## src/rtl/func_sweep_ctrl.sv

```systemverilog
// func_sweep_ctrl: exhaustive truth-table sweep and compare of an N_IN-input function; define SWEEP_FIRST_FAIL_EN to add first-mismatch capture
module func_sweep_ctrl #(
    parameter int N_IN   = 5,
    parameter int SETTLE = 1
) (
    input  logic                 clk,
    input  logic                 rst,
    input  logic                 start,
    input  logic [2**N_IN-1:0]   expected,
    output logic [N_IN-1:0]      dut_in,
    input  logic                 dut_out,
    output logic                 busy,
    output logic                 done,
    output logic [2**N_IN-1:0]   table_out,
    output logic [N_IN:0]        mismatch_cnt,
`ifdef SWEEP_FIRST_FAIL_EN
    output logic                 first_fail_vld,
    output logic [N_IN-1:0]      first_fail_idx,
`endif
    output logic                 pass
);
    localparam int T = 2**N_IN;
    localparam int CW = SETTLE > 0 ? $clog2(SETTLE + 1) : 1;
    localparam logic [CW-1:0] SET = CW'(SETTLE);
    typedef enum logic [1:0] {IDLE, RUN, DONE} state_t;
    state_t state;
    logic [CW-1:0] cnt;
    logic [T-1:0] exp_q;
    logic miss;
    logic [N_IN:0] mc_n;
    assign miss = dut_out != exp_q[dut_in];
    assign mc_n = mismatch_cnt + {{N_IN{1'b0}}, miss};
    always_ff @(posedge clk) begin
        if (rst) begin
            state        <= IDLE;
            cnt          <= '0;
            exp_q        <= '0;
            dut_in       <= '0;
            busy         <= 1'b0;
            done         <= 1'b0;
            table_out    <= '0;
            mismatch_cnt <= '0;
            pass         <= 1'b0;
`ifdef SWEEP_FIRST_FAIL_EN
            first_fail_vld <= 1'b0;
            first_fail_idx <= '0;
`endif
        end else begin
            done <= 1'b0;
            case (state)
                IDLE: if (start) begin
                    state        <= RUN;
                    busy         <= 1'b1;
                    exp_q        <= expected;
                    dut_in       <= '0;
                    cnt          <= '0;
                    table_out    <= '0;
                    mismatch_cnt <= '0;
                    pass         <= 1'b0;
`ifdef SWEEP_FIRST_FAIL_EN
                    first_fail_vld <= 1'b0;
                    first_fail_idx <= '0;
`endif
                end
                RUN: if (cnt != SET) begin
                    cnt <= cnt + 1'b1;
                end else begin
                    cnt               <= '0;
                    table_out[dut_in] <= dut_out;
                    mismatch_cnt      <= mc_n;
`ifdef SWEEP_FIRST_FAIL_EN
                    if (miss && !first_fail_vld) begin
                        first_fail_vld <= 1'b1;
                        first_fail_idx <= dut_in;
                    end
`endif
                    // pass uses mc_n so the final sample is included
                    if (&dut_in) begin
                        state <= DONE;
                        busy  <= 1'b0;
                        done  <= 1'b1;
                        pass  <= mc_n == '0;
                    end else begin
                        dut_in <= dut_in + 1'b1;
                    end
                end
                default: state <= IDLE;
            endcase
        end
    end
endmodule

```

## config.mk

```make
export PLATFORM = sky130hd
export DESIGN_NAME = func_sweep_ctrl
export DESIGN_NICKNAME = d
export VERILOG_FILES = /design/src/rtl/func_sweep_ctrl.sv
export SDC_FILE = /design/constraint.sdc
export NUM_CORES = 1
export LEC_CHECK = 0
export BUFFER_PORTS_ARGS = -buffer_cell sky130_fd_sc_hd__buf_2
export CAP_MARGIN = 40
export CORE_AREA = 2 2 86 88
export CTS_CLUSTER_SIZE = 30
export DETAILED_ROUTE_END_ITERATION = 16
export DIE_AREA = 0 0 88 90
export PLACE_DENSITY = 0.82
export SETUP_SLACK_MARGIN = 0.5
export SYNTH_ARGS = -nofsm -noshare
export SYNTH_HDL_FRONTEND = slang
export SYNTH_SLANG_ARGS = --single-unit
```

## constraint.sdc

```tcl
create_clock -name clk -period 4.22 [get_ports clk]
set_input_delay 0 -clock clk [delete_from_list [all_inputs] [get_ports clk]]
set_output_delay 0 -clock clk [all_outputs]
set_load 0.01 [all_outputs]
```

# ---- After elaboration in Yosys (flattened, before gate mapping)
# Index checks and enable logic that the tools add are counted.
dict set report classes {
  n_addsub 3
  magnitude_cmp 2
  n_eq_ne 6
  n_mux 30
  n_bitwise 2
  n_reduce_logical 12
}
# operator n
set op_table {}
lappend op_table {{32-bit two-way mux} 2}
lappend op_table {{32-bit one-hot mux with 2 select lines} 1}
lappend op_table {{32-bit bitwise mux} 1}
lappend op_table {{5-bit two-way mux} 3}
lappend op_table {{6-bit two-way mux} 2}
lappend op_table {{6-bit one-hot mux with 2 select lines} 1}
lappend op_table {{1-bit two-way mux} 10}
lappend op_table {{5-bit one-hot mux with 2 select lines} 1}
lappend op_table {{2-bit != test (second input constant)} 4}
lappend op_table {{4-bit AND reduction} 2}
lappend op_table {{6-bit by 1-bit adder with 6-bit output} 1}
lappend op_table {{6-bit logical NOT} 1}
lappend op_table {{5-bit by 6-bit less-than comparator with 1-bit output (second input constant)} 1}
lappend op_table {{2-bit two-way mux} 3}
lappend op_table {{1-bit one-hot mux with 2 select lines} 3}
lappend op_table {{3-bit AND reduction} 2}
lappend op_table {{5-bit by 1-bit adder with 5-bit output (second input constant)} 1}
lappend op_table {{1-bit binary-select mux with 5-bit select} 1}
lappend op_table {{1-bit demux with 5-bit select} 1}
lappend op_table {{5-bit by 1-bit greater-or-equal comparator with 1-bit output (second input constant)} 1}
lappend op_table {{5-bit AND reduction} 1}
lappend op_table {{2-bit one-hot mux with 2 select lines} 1}
lappend op_table {{2-bit AND reduction} 2}
lappend op_table {{3-bit OR reduction} 1}
lappend op_table {{7 further kinds} 8}
dict set report word_totals {
  ff_bits 81
  elab_cells 64
}

# ---- Depth between registers and ports, before layout
dict set report logic_depth {
  ltp_word 8
  depth_mapped 14
  ltp_nobuf 12
}

# ---- Worst setup path before layout
# No wires, ideal clock.
dict set report synth_timing {
  path_type {reg2reg}
  start {reg dut_in[0]}
  end {reg pass}
  setup_time_ps 70
  t_arrival_ps 3244
  required_ps 4150
  path_slack_ps 905
  path_stages_with_launch 13
  path_buffers 2
  synth_period_minus_slack_ps 3315
  cell_sequence {dfxtp_1 > buf_2 > buf_2 > mux2i_1 > o221ai_1 > a22oi_1 > o2111ai_1 > xor2_1 > ha_1 > ha_1 > or4_1 > or4_1 > a21oi_1}
}
dict set report synth_via {
  elab_chain_len 8
  word_cells_on_any_way 11
}
# element line_no
set synth_lines {}
lappend synth_lines {{start, declared} 10} ;# output logic [N_IN-1:0] dut_in,
lappend synth_lines {{start signal, assigned} 84} ;# dut_in <= dut_in + 1'b1;
lappend synth_lines {{1-bit binary-select mux with 5-bit select} 31} ;# assign miss = dut_out != exp_q[dut_in];
lappend synth_lines {{1-bit two-way mux (implied by the code)} 31}
lappend synth_lines {{1-bit != test} 31}
lappend synth_lines {{6-bit by 1-bit adder with 6-bit output} 32} ;# assign mc_n = mismatch_cnt + {{N_IN{1'b0}}, miss};
lappend synth_lines {{6-bit logical NOT} 82} ;# pass <= mc_n == '0;
lappend synth_lines {{1-bit two-way mux} 78} ;# if (&dut_in) begin
lappend synth_lines {{1-bit two-way mux} 65} ;# RUN: if (cnt != SET) begin
lappend synth_lines {{1-bit one-hot mux with 2 select lines} 50} ;# case (state)
lappend synth_lines {{end signal, assigned} 43} ;# pass <= 1'b0;
lappend synth_lines {{end signal, assigned} 59} ;# pass <= 1'b0;
lappend synth_lines {{end signal, assigned} 82}
lappend synth_lines {{end, declared} 20} ;# output logic pass
# Several ways; a longest one is shown, not always the timed one. The select of a mux whose other input is x is not followed.
# A chain may end at the register's enable or synchronous reset.

# ---- Worst setup path in the final report
dict set report layout_timing {
  start {reg dut_in[1]}
  end {reg pass}
}
# The elaborated chain is that of the path after synthesis.

==> results.tsv <==
metric	value	unit
status	finished, final reports clean	
wl_met3	568	um
initial_core_util	52.7	%
drt_iter0_drc	241	
die_h	90	um
nets	616	
grt-ovfl-total	0	
wl_per_cell	14.5	um
ys.flop_type	dfxtp_1	
path_clk_slew	80	ps
drtAntennaViolNets	0	
fin_cells	677	
max_cap_violations	0	
drt-total-wl	9.84	mm
slew_viol_final	0	
clk_latency	360	ps
syn_area	0.00370	mm^2
placed_cell_area	0.00413	mm^2
synth_edf_count	0	
hold-path-endpoint	busy	
port_buffers	81	
cp.arrival	3740	ps
fin_crit_sh	81.9	%
vias_per_cell	5.49	
critical_path_class	flip-flop to flip-flop	
grt_setup_unrepaired	no	
htreeDepth	3	
grt_usage	25.5	%
grt_pass1_vias	3423	
cp_slowest_cell	dfxtp_1	
hold_depth	3	
synth-seq-area-share	43.8	%
relSlewSlack	39.4	%
ios	82	
die_w	88	um
reg2reg_slack	760	ps
reg2reg_to	pass	
drc	0	
yosysWarnings	0	
tns	0	ps
final_hold_viol_count	0	
syn_nets	524	
slowest_delay	560	ps
insertedDiodeCount	0	
numCtsBuffers	9	
clockRootBuffer	clkbuf_8	
crit_path_start_kind	flip-flop	
dpl.cell_count	628	
grt_pass1_wl	16.3	mm
cp_top_family	simple AND/OR/NAND/NOR gates	
synth_cell_types	36	
cts.sinks	81	
dr.max_layer_used	met4	
area_growth	26.8	%
peakVddDrop	194	uV
fmax	289	MHz
layout-drive-gt1-share	19.0	%
fin_crit	3460	ps
cts_buffer_depth	2	
fin_area	0.00469	mm^2
tightest_slew	902	ps
async_reset_ff_share	0	%
core.rowCount	31	
vias	3715	
crit_path_cell_trace	or3b_2 > o221ai_1 > a22oi_1 > o2111ai_1 > xor2_1 > ha_1 > ha_1 > or4_1 > or4_1 > a21oi_1	
synthCells	481	
fillers	587	
skew	8.21	ps
grt_max_degree	82	
endpoint_kind	flip-flop	
setup_viol	0	
p_leak	1.89	nW
critPathMaxFanout	14	
hold_class	input pin to flip-flop	
dieArea	0.00792	mm^2
ys_ff_latch	81	
drt-met1-wl	4.18	mm
crit_required	4500	ps
cts_tree	built	
avgSynthCellArea	7.69	um^2
coreArea	0.00702	mm^2
place_congestion	0.938	
hold_start	rst	
wl_met2	4.90	mm
p_per_area	340	mW/mm^2
crit-reg2reg-launch	dut_in[1]	
reg2reg_depth	10	
dr.pass1.iters	7	
antenna_found_initial	0	
post_cts_buffers	0	
place_hpwl	6.31	mm
worstPathBufferInverterCount	0	
## registers in the layout, summed over array words and instances (netlist names)
signal,cells
exp_q,32
cnt,1
table_out,32
done,1
busy,1
dut_in,5
state,2
mismatch_cnt,6
pass,1
## cell type report
type / instances / area, um^2 / share of cell area, %
clock buffer: 10 / 138 / 2.93
sequential: 81 / 1620 / 34.6
multi-input combinational: 355 / 1900 / 40.5
timing repair buffer: 121 / 796 / 17.0
clock inverter: 6 / 91.3 / 1.95
inverter: 5 / 18.8 / 0.400
tap: 99 / 124 / 2.64
## worst max-delay path by stage
stage	from	endpoint	slack, ps	cells past startpoint
final	dut_in[1]	pass	760	10
after global routing	dut_in[0]	pass	530	12
after CTS	dut_in[2]	pass	730	10
after detailed placement	dut_in[2]	pass	740	10
after global placement	dut_in[2]	pass	840	10
after floorplan	dut_in[0]	pass	910	12
## through the flow
stage | setup slack (ps) | hold WS (ps) | utilization, % | total power, mW
after floorplan | 905 | 136 | - | 0.909
after global placement | 838 | 241 | 58.7 | 0.948
after global routing | 528 | 350 | 66.9 | 1.66
after CTS | 730 | 299 | 66.8 | 1.60
after detailed placement | 740 | 248 | 58.9 | 0.955
final | 762 | 300 | 66.9 | 1.60
## placed cells by master (no fill, tap or decap), types with 8 or more instances in the layout
master,Yosys,routed
and3_1,8,8
nor2_1,18,18
buf_2,4,81
dfxtp_1,81,80
o21ai_0,34,34
nand2_1,107,107
mux2i_1,16,16
clkbuf_8,0,10
dlygate4sd3_1,0,33
a21oi_1,104,104
## power breakdown
group | internal, mW | leakage, nW | switching (mW)
clock | 0.350 | 0.105 | 0.284
sequential | 0.786 | 0.659 | 0.0146
combinational | 0.0700 | 1.13 | 0.0938
## per-layer routing
layer	up-vias	global-route usage [%]
met2	148	41.7
met5	-	0
li1	1840	-
met1	1709	33.1
met4	0	10.1
met3	18	4.32
## synthesized netlist by cell type, types with 4 or more instances
cell type	n	area, um^2
a21oi_1	104	521
dfxtp_1	81	1620
and3_1	8	50.1
ha_1	7	87.6
nor2_1	18	67.6
nand3b_1	4	30.0
nand2_1	107	402
clkbuf_1	34	128
mux2i_1	16	160
buf_2	4	20.0
nor3_1	7	35.0
o21ai_0	34	170
o221ai_1	5	43.8
inv_1	5	18.8
nand3_1	6	30.0
a22oi_1	6	45.0
xor2_1	4	35.0
## worst min-delay path, cell delays in order
cell    delay, ps
buf_2          90
buf_4         350
nor2_1        170
## what timing repair did
item,CTS,global route
endpoints found under the hold margin,34,0
resized for setup,0,1
endpoints found under the setup margin,0,1
hold buffers,33,0
## cells by family after synthesis
logic type | after synthesis | share of synthesized area [%]
AOI/OAI and AO/OA | 155 | 22.2
muxes | 16 | 4.33
DFF | 81 | 43.8
xor gates and xnor gates | 7 | 1.66
and+or+nand+nor | 170 | 20.7
adders and majority gates | 7 | 2.37
buffers and inverters | 45 | 4.90
(Power assumes the default switching activity.)
